===== config.mk =====
export PLATFORM = sky130hd
export DESIGN_NAME = dma_scheduler
export DESIGN_NICKNAME = d
export VERILOG_FILES = /design/src/rtl/dma_scheduler.sv
export SDC_FILE = /design/constraint.sdc
export NUM_CORES = 1
export LEC_CHECK = 0
export BUFFER_PORTS_ARGS = -buffer_cell sky130_fd_sc_hd__clkbuf_2
export CAP_MARGIN = 20
export CORE_MARGIN = 2
export CORE_UTILIZATION = 45
export DETAILED_ROUTE_END_ITERATION = 10
export MAX_ROUTING_LAYER = met4
export PLACE_DENSITY = 0.8
export REMOVE_ABC_BUFFERS = 1
export SLEW_MARGIN = 5
export SYNTH_ARGS = -nofsm -noshare
export SYNTH_HDL_FRONTEND = slang
export SYNTH_SLANG_ARGS = --single-unit

===== constraint.sdc =====
create_clock -name clk -period 4.2 [get_ports clk]
set_clock_uncertainty 0.05 [all_clocks]
set_input_delay 0.42 -clock clk [delete_from_list [all_inputs] [get_ports clk]]
set_output_delay 0.42 -clock clk [all_outputs]
set_load 0.03 [all_outputs]

===== src/rtl/dma_scheduler.sv =====
// Round-robin command scheduler in front of the single-transfer DMA engine.
// Latches one descriptor at a time, drives the engine, and reports completion/error per requester.
module dma_scheduler #(
  parameter int NUM_REQ     = 3,
  parameter int ADDR_W      = 16,
  parameter int LEN_W       = 16,
  parameter int TIMEOUT_CYC = 4096
) (
  input  logic                        clk,
  input  logic                        reset,
  input  logic [NUM_REQ-1:0]          req_valid,
  output logic [NUM_REQ-1:0]          req_ready,
  input  logic [NUM_REQ-1:0]          req_dir,
  input  logic [NUM_REQ*ADDR_W-1:0]   req_addr,
  input  logic [NUM_REQ*LEN_W-1:0]    req_len,
  output logic [NUM_REQ-1:0]          cmp_valid,
  output logic                        cmp_err,
  output logic                        dma_start,
  output logic                        dma_write_en,
  output logic [ADDR_W-1:0]           dma_base_addr,
  output logic [LEN_W-1:0]            dma_length,
  input  logic                        dma_done,
  output logic                        busy,
  output logic [$clog2(NUM_REQ)-1:0]  grant_id
);

  localparam int GNT_W = $clog2(NUM_REQ);
  localparam int SUM_W = ((ADDR_W > LEN_W) ? ADDR_W : LEN_W) + 1;
  localparam int CNT_W = $clog2(TIMEOUT_CYC + 1);
  localparam logic [SUM_W-1:0] ADDR_SPAN = SUM_W'(1) << ADDR_W;

  typedef enum logic [1:0] {S_IDLE, S_ISSUE, S_WAIT, S_COMPLETE} state_t;

  state_t              r_state;
  state_t              w_next_state;
  logic [GNT_W-1:0]    r_last_grant;
  logic [GNT_W-1:0]    r_grant_id;
  logic                r_err;
  logic [CNT_W-1:0]    r_cnt;
  logic                r_write_en;
  logic [ADDR_W-1:0]   r_base_addr;
  logic [LEN_W-1:0]    r_length;

  logic [GNT_W-1:0]    w_idx;
  logic [GNT_W-1:0]    w_winner;
  logic                w_found;
  logic                w_sel_dir;
  logic [ADDR_W-1:0]   w_sel_addr;
  logic [LEN_W-1:0]    w_sel_len;
  logic [SUM_W-1:0]    w_end_addr;
  logic                w_bad_desc;
  logic                w_timeout_hit;

  // Search starts one past the last served requester so the previous winner goes last.
  // NOTE: every always_comb output gets a default first; a missed path would infer a latch.
  always_comb begin
    w_found  = 1'b0;
    w_winner = '0;
    w_idx    = '0;
    for (int k = 1; k <= NUM_REQ; k++) begin
      w_idx = GNT_W'((int'(r_last_grant) + k) % NUM_REQ);
      if (!w_found && req_valid[w_idx]) begin
        w_found  = 1'b1;
        w_winner = w_idx;
      end
    end
  end

  always_comb begin
    w_sel_dir  = 1'b0;
    w_sel_addr = '0;
    w_sel_len  = '0;
    for (int i = 0; i < NUM_REQ; i++) begin
      if (w_winner == GNT_W'(i)) begin
        w_sel_dir  = req_dir[i];
        w_sel_addr = req_addr[i*ADDR_W +: ADDR_W];
        w_sel_len  = req_len[i*LEN_W +: LEN_W];
      end
    end
  end

  // End address is formed one bit wider than either operand so it cannot wrap.
  assign w_end_addr    = SUM_W'(w_sel_addr) + SUM_W'(w_sel_len);
  assign w_bad_desc    = (w_sel_len == '0) || (w_end_addr > ADDR_SPAN);
  assign w_timeout_hit = (r_cnt == CNT_W'(TIMEOUT_CYC - 1));

  always_comb begin
    w_next_state = r_state;
    req_ready    = '0;
    dma_start    = 1'b0;
    cmp_valid    = '0;
    cmp_err      = 1'b0;
    unique case (r_state)
      S_IDLE: begin
        if (w_found) begin
          req_ready[w_winner] = reset;
          w_next_state        = w_bad_desc ? S_COMPLETE : S_ISSUE;
        end
      end
      S_ISSUE: begin
        dma_start    = 1'b1;
        w_next_state = S_WAIT;
      end
      S_WAIT: begin
        if (dma_done || w_timeout_hit) w_next_state = S_COMPLETE;
      end
      S_COMPLETE: begin
        cmp_valid[r_grant_id] = 1'b1;
        cmp_err               = r_err;
        w_next_state          = S_IDLE;
      end
      default: w_next_state = S_IDLE;
    endcase
  end

  // NOTE: state uses non-blocking assignments so every register samples pre-edge values.
  always_ff @(posedge clk) begin
    if (!reset) begin
      r_state      <= S_IDLE;
      r_last_grant <= GNT_W'(NUM_REQ - 1);
      r_grant_id   <= '0;
      r_err        <= 1'b0;
      r_cnt        <= '0;
      r_write_en   <= 1'b0;
      r_base_addr  <= '0;
      r_length     <= '0;
    end else begin
      r_state <= w_next_state;
      case (r_state)
        S_IDLE: begin
          if (w_found) begin
            r_grant_id  <= w_winner;
            r_write_en  <= w_sel_dir;
            r_base_addr <= w_sel_addr;
            r_length    <= w_sel_len;
            r_err       <= w_bad_desc;
          end
        end
        S_ISSUE: r_cnt <= '0;
        S_WAIT: begin
          // A done on the last counted cycle still wins over the timeout.
          if (dma_done)           r_err <= 1'b0;
          else if (w_timeout_hit) r_err <= 1'b1;
          else                    r_cnt <= r_cnt + CNT_W'(1);
        end
        S_COMPLETE: r_last_grant <= r_grant_id;
        default: ;
      endcase
    end
  end

  assign dma_write_en  = r_write_en;
  assign dma_base_addr = r_base_addr;
  assign dma_length    = r_length;
  assign busy          = (r_state != S_IDLE);
  assign grant_id      = r_grant_id;

endmodule


==> results of run 1 <==
where the power goes:
part,internal [W],switching (W)
clock,0.000118,0.000185
sequential,0.000624,0.0000745
combinational,0.000885,0.00127
state kept, by name (all words and copies together) (netlist names):
name           count
dma_write_en       1
grant_id           2
dma_length        16
r_last_grant       2
r_cnt             13
r_err              1
dma_base_addr     16
r_state            2
final timing paths:
path / start / to / slack [ns] / cells after the start
worst min-delay path: dma_done / r_cnt[12]$_SDFFE_PN0P_ / 0.37 / 3
worst max register to register: r_last_grant[0]$_SDFFE_PN0P_ / r_state[1]$_SDFFE_PN0P_ / 0.05 / 20
worst max-delay path: r_last_grant[0]$_SDFFE_PN0P_ / r_state[1]$_SDFFE_PN0P_ / 0.05 / 20
worst min register to register: dma_base_addr[11]$_SDFFE_PN0P_ / dma_base_addr[11]$_SDFFE_PN0P_ / 0.42 / 2
cell type report:
type | instances | area share (%)
repair buffers | 226 | 24.5
clock buffers | 6 | 1.29
well taps | 108 | 2.40
flip-flops and latches | 53 | 18.8
inverters | 18 | 1.20
clock inverters | 2 | 0.266
multi-input cells | 447 | 51.5
Yosys cell counts, types with 2 or more instances:
master	instances
a22oi_1	20
nor3b_1	6
o211ai_1	3
nor2_1	43
nand2b_1	10
nand2_1	119
or3_1	3
o21a_1	3
o211a_1	2
nor4_1	8
clkbuf_1	20
ha_1	24
a21oi_1	23
a211oi_1	2
xor2_1	3
xnor2_1	8
nor3_1	10
and2_1	3
mux2i_1	11
inv_1	18
a21boi_0	36
nand3_1	29
o22ai_1	3
o221ai_1	3
buf_2	10
and3_1	6
a2111oi_0	3
a31oi_1	10
a22o_1	2
nor2b_1	8
a21o_1	5
and4_1	2
o31ai_1	2
buf_6	2
dfxtp_1	53
o21ai_0	12
routing by layer:
layer	vias up	track usage, %
li1	2361	-
met3	30	3.33
met1	2207	32.8
met4	0	6.22
met2	179	49.5
met5	-	-
cells by family (layout without fill, tap and decap cells):
| kind of cell | Yosys count | in the layout |
|---|---|---|
| and+or+nand+nor | 254 | 254 |
| AOI/OAI and AO/OA | 145 | 145 |
| DFF | 53 | 53 |
| buffers and inverters | 50 | 252 |
| adders and majority gates | 25 | 25 |
| muxes | 12 | 12 |
| xor gates and xnor gates | 11 | 11 |
worst reg2reg max path: stages, from the launching register on:
cell and delay (ns):
dfxtp_2 0.35, inv_2 0.05, ha_4 0.27, nand2b_4 0.16
a21boi_4 0.20, nor4_4 0.07, buf_4 0.15, o31ai_4 0.30
buf_6 0.19, nor2_1 0.05, a31oi_1 0.26, ha_1 0.31
o211a_1 0.23, o31ai_2 0.07, buf_4 0.16, a21boi_1 0.06
or3_1 0.32, a221oi_1 0.28, nand4_1 0.18, o21ai_2 0.18
a41oi_2 0.12
per-stage QoR:
stage / worst slack, ns / TNS, ns
CTS: 0.00178 / 0
floorplan: -1.00 / -1.97
global route: -0.183 / -0.335
detailed placement: -0.324 / -0.597
global placement: -0.219 / -0.393
finish: 0.0529 / 0
repair_timing:
item                                    in CTS  in global routing
gates resized for setup                     20                 18
gates cloned                                 0                  0
pin swaps                                   10                 14
buffers inserted                             1                  4
endpoints found under the setup margin       2                  2
==> flow_metrics.tcl, run 1 <==
set metrics [dict create \
    end_kind "flip-flop" \
    rsz0062_at_grt "true" \
    synth_top_family_by_area "simple AND/OR/NAND/NOR gates" \
    synth_fa_ha_area_share_pct 7.96 \
    io_pins 149 \
    drc_errors 0 \
    synth_top_cell_by_area "dfxtp_1" \
    status "finished clean" \
    min_period_ns 4.15 \
    area_growth_pct 40.0 \
    crit_path_max_fanout 7 \
    fin_area_um2 5640 \
    postLayoutCoreUtil_pct 64.9 \
    dp_hpwl_mm 10.9 \
    worstMarginPinSlew_ns 0.683 \
    finalMaxSlewViolations 0 \
    setup_viol 0 \
    instances_no_fill 860 \
    portBuffers 148 \
    first_pass_iters 5 \
    grt-ovfl-total 0 \
    die_h_um 98.6 \
    multi_input_area_um2 2900 \
    wl_met2_mm 6.81 \
    place.gp.congestion 0.989 \
    num_vias 4777 \
    synth_edf_count 0 \
    crit_arrival_ns 4.28 \
    cts_tree "yes" \
    m1WireLength_mm 5.50 \
    fin_crit_sh_pct 98.7 \
    ir_drop_mv 0.303 \
    relSlewSlack_pct 54.4 \
    final_cell_mix "148 x clkbuf_2, 119 x nand2_1, 73 x buf_4" \
    synth.distinct_cells 61 \
    ys_async_sr_fraction_pct 0 \
    initial_core_util_pct 46.4 \
    netlist.area_leader.share_pct 26.4 \
    drive_above_1_share_pct 35.2 \
    grt_pass1_vias 4744 \
    hold_slack_ns 0.366 \
    placed_area_um2 5360 \
    root_buffer "clkbuf_8" \
    die_area_um2 9720 \
    fmax_mhz 241 \
    yosysSeqAreaShare_pct 26.4 \
    required_ns 4.33 \
    synth_warnings 0 \
    syn-cell-area_um2 4030 \
    rows 34 \
    start_kind "flip-flop" \
    clockBufferDepth 2 \
    cts_sinks 53 \
    layout.cells.most_common "clkbuf_2" \
    top_layer "met4" \
    clkLatencyLatePin_ns 0.31 \
    holdBufCountCts 0 \
    crit_family "compound AO/OA/AOI/OAI gates" \
    crit_top_cell "buf_4" \
    wl_met3_um 754 \
    dieWidth_um 98.6 \
    nNetsFinal 881 \
    synth_xor_area_share_pct 2.39 \
    cap_violations 0 \
    synth_mux_area_share_pct 3.01 \
    crit_chain "inv_2, ha_4, nand2b_4, a21boi_4, nor4_4, buf_4, o31ai_4, buf_6, nor2_1, a31oi_1, ha_1, o211a_1, o31ai_2, buf_4, a21boi_1, or3_1, a221oi_1, nand4_1, o21ai_2, a41oi_2" \
    num-fill-cells 779 \
    synth_compound_area_share_pct 26.0 \
    fp.coreArea_um2 8680 \
    grt_start_max_net_pins 30 \
    yosys.area_share.simple_pct 29.0 \
    dpl.cell_count 847 \
    crit_buf_inv 4 \
    p_total_w 0.00316 \
    routedWlPerCell_um 15.5 \
    critPathMaxStageDelay_ns 0.35 \
    path_clk_slew_ns 0.11 \
    diodes 0 \
    grtUsageTotal_pct 27.5 \
    avgViaCountPerCell 5.55 \
    cpMaxStageDelayCell "dfxtp_2" \
    cts_buffers 5 \
    synthFlopType "dfxtp_1" \
    postSynthCellCount 550 \
    grt_pass1_wl_mm 21.7 \
    hold_violations 0 \
    ys_ff_latch 53 \
    powerDensity_nw_per_um2 561 \
    synth_area_leaders "dfxtp_1 26%, nand2_1 11%, ha_1 7.5%" \
    p_leak_nw 2.69 \
    hp-class "primary input to flip-flop" \
    antenna_found_initial 0 \
    first_iter_violations 218 \
    htreeDepth 2 \
    synth.avg_cell_area_um2 7.32 \
    ant_nets 0 \
    routed_wirelength_mm 13.4 \
    critPathKind "flip-flop to flip-flop" \
    ff_latch_area_um2 1060 \
]
(Power assumes the default switching activity.)
==> run 2, diff against run 1 <==
==> constraint.sdc (replaced) <==
create_clock -name clk -period 4.2 [get_ports clk]
set_clock_uncertainty 0.05 [all_clocks]
set_input_delay 0.84 -clock clk [delete_from_list [all_inputs] [get_ports clk]]
set_output_delay 0.84 -clock clk [all_outputs]
set_load 0.03 [all_outputs]
==> run 2 against run 1 <==
  * The flow now finishes with violations (negative setup slack)
  * Worst setup slack worse by 0.087 ns
  * Non-clock buffer count rose by 20
  * Via count is 4.1% higher
  * Sequential power is essentially flat
  * Clock power is 1% higher
  * Hold slack improved by 0.053 ns
  * Power up 4.3%
  * Flip-flop and latch count unchanged
  * Register-to-register slack worse by 0.09 ns
==> flow_metrics.tcl, run 2 (synthesized netlist as in run 1, its figures left out) <==
set metrics [dict create \
    drc_errors 0 \
    cts_buffers 5 \
    crit_path_max_fanout 4 \
    cts_tree "yes" \
    die_h_um 98.6 \
    root_buffer "clkbuf_8" \
    placed_area_um2 5370 \
    area_growth_pct 46.5 \
    multi_input_area_um2 3020 \
    relSlewSlack_pct 58.3 \
    grt_start_max_net_pins 29 \
    holdBufCountCts 0 \
    first_iter_violations 307 \
    grtUsageTotal_pct 27.7 \
    violations "negative setup slack" \
    min_period_ns 4.23 \
    rows 34 \
    min_from "r_cnt[12]$_SDFFE_PN0P_" \
    ff_latch_area_um2 1060 \
    critPathKind "flip-flop to flip-flop" \
    place.gp.congestion 1.00 \
    start_kind "flip-flop" \
    nNetsFinal 901 \
    r2r_end "r_state[1]$_SDFFE_PN0P_" \
    fin_area_um2 5900 \
    num-fill-cells 742 \
    holdPathEnd "r_cnt[12]$_SDFFE_PN0P_" \
    dp_hpwl_mm 10.9 \
    first_pass_iters 5 \
    routed_wirelength_mm 13.8 \
    grt_pass1_vias 4893 \
    finalMaxSlewViolations 0 \
    ir_drop_mv 0.366 \
    grt_pass1_wl_mm 22.0 \
    antenna_found_initial 0 \
    layout.cells.most_common "clkbuf_2" \
    drive_above_1_share_pct 39.2 \
    fin_crit_sh_pct 101 \
    clockBufferDepth 2 \
    initial_core_util_pct 46.4 \
    setup_viol 1 \
    p_leak_nw 2.81 \
    instances_no_fill 880 \
    clkLatencyLatePin_ns 0.31 \
    dpl.cell_count 853 \
    rrSetupSlack_ns -0.03 \
    hold_slack_ns 0.419 \
    required_ns 4.33 \
    dieWidth_um 98.6 \
    ant_nets 0 \
    cap_violations 0 \
    hold_violations 0 \
    crit_arrival_ns 4.36 \
    p_total_w 0.00330 \
    dp_slack_ns -0.525 \
    fmax_mhz 236 \
    avgViaCountPerCell 5.65 \
    diodes 0 \
    routedWlPerCell_um 15.7 \
    powerDensity_nw_per_um2 559 \
    cts_sinks 53 \
    worstMarginPinSlew_ns 0.625 \
    final_cell_mix "147 x clkbuf_2, 118 x nand2_1, 91 x buf_4" \
    path_clk_slew_ns 0.11 \
    fp.coreArea_um2 8680 \
    num_vias 4972 \
    fin_ws_ns -0.0340 \
    portBuffers 148 \
    hp-class "flip-flop to flip-flop" \
    die_area_um2 9720 \
    rr_worst_depth 19 \
    status "complete, but fails checks" \
    end_kind "flip-flop" \
    rsz0062_at_grt "true" \
    hold_depth 2 \
    htreeDepth 2 \
    grt-ovfl-total 0 \
    r2r-start "r_last_grant[0]$_SDFFE_PN0P_" \
    io_pins 149 \
]
==> run 2: layout make-up <==
cell class	count	share of cell area, %
clock buffers	5	1.17
clock inverters	3	0.424
inverters	18	1.15
multi-input cells	447	51.2
flip-flops and latches	53	18.0
well taps	108	2.29
repair buffers	246	25.7
==> run 2: where the power goes <==
group,switching (W),total (W),internal (W)
clock,0.000186,0.000308,0.000122
sequential,0.0000748,0.000700,0.000625
combinational,0.00132,0.00229,0.000966
total,0.00159,0.00330,0.00171
==> run 2: through the flow <==
stage | utilization [%] | setup TNS (ns)
global route | 68.0 | -0.569
global placement | 61.9 | -0.560
CTS | 65.7 | 0
detailed placement | 61.9 | -1.03
floorplan | - | -1.97
finish | 68.0 | -0.0340
==> run 2: routing by layer <==
metal  GRT usage, %  vias to the layer above  share of wire (%)
met3           3.40                       32                5.3
li1               -                     2413                  -
met2           49.3                      176                 52
met5              -                        -                  0
met1           32.9                     2351                 41
met4           7.90                        0                2.3
==> run 2: repair_timing <==
item / in CTS / in global routing
setup buffers: 10 / 9
pin swaps: 10 / 15
setup endpoints to repair: 2 / 2
cloned: 0 / 0
resized for setup: 32 / 31
==> run 2: worst max-delay path, stage by stage, from the launching register on <==
cell and delay, ns:
dfxtp_2 0.35, inv_2 0.05, ha_4 0.26, mux2i_2 0.17, nor2_2 0.21, nor3_2 0.08, buf_4 0.15, a32oi_4 0.23
nand2_1 0.13, a31oi_2 0.24, ha_2 0.24, inv_2 0.05, fa_2 0.57, o2111ai_2 0.10, a2111oi_2 0.24, nand3_1 0.18
a2111oi_4 0.29, nand4_1 0.19, o21ai_2 0.20, a41oi_2 0.13
==> run 2: worst max path at each step <==
stage / cells past startpoint / from / end / slack (ns)
finish: 19 / r_last_grant[0]$_SDFFE_PN0P_ / r_state[1]$_SDFFE_PN0P_ / -0.03
global route: 19 / r_last_grant[0]$_SDFFE_PN0P_ / r_state[1]$_SDFFE_PN0P_ / -0.30
global placement: 17 / req_valid[1] / r_state[1]$_SDFFE_PN0P_ / -0.30
floorplan: 18 / r_last_grant[0]$_SDFFE_PN0P_ / r_state[1]$_SDFFE_PN0P_ / -1.00
CTS: 21 / r_last_grant[0]$_SDFFE_PN0P_ / r_state[1]$_SDFFE_PN0P_ / 0.0007
detailed placement: 17 / req_valid[1] / r_state[1]$_SDFFE_PN0P_ / -0.53
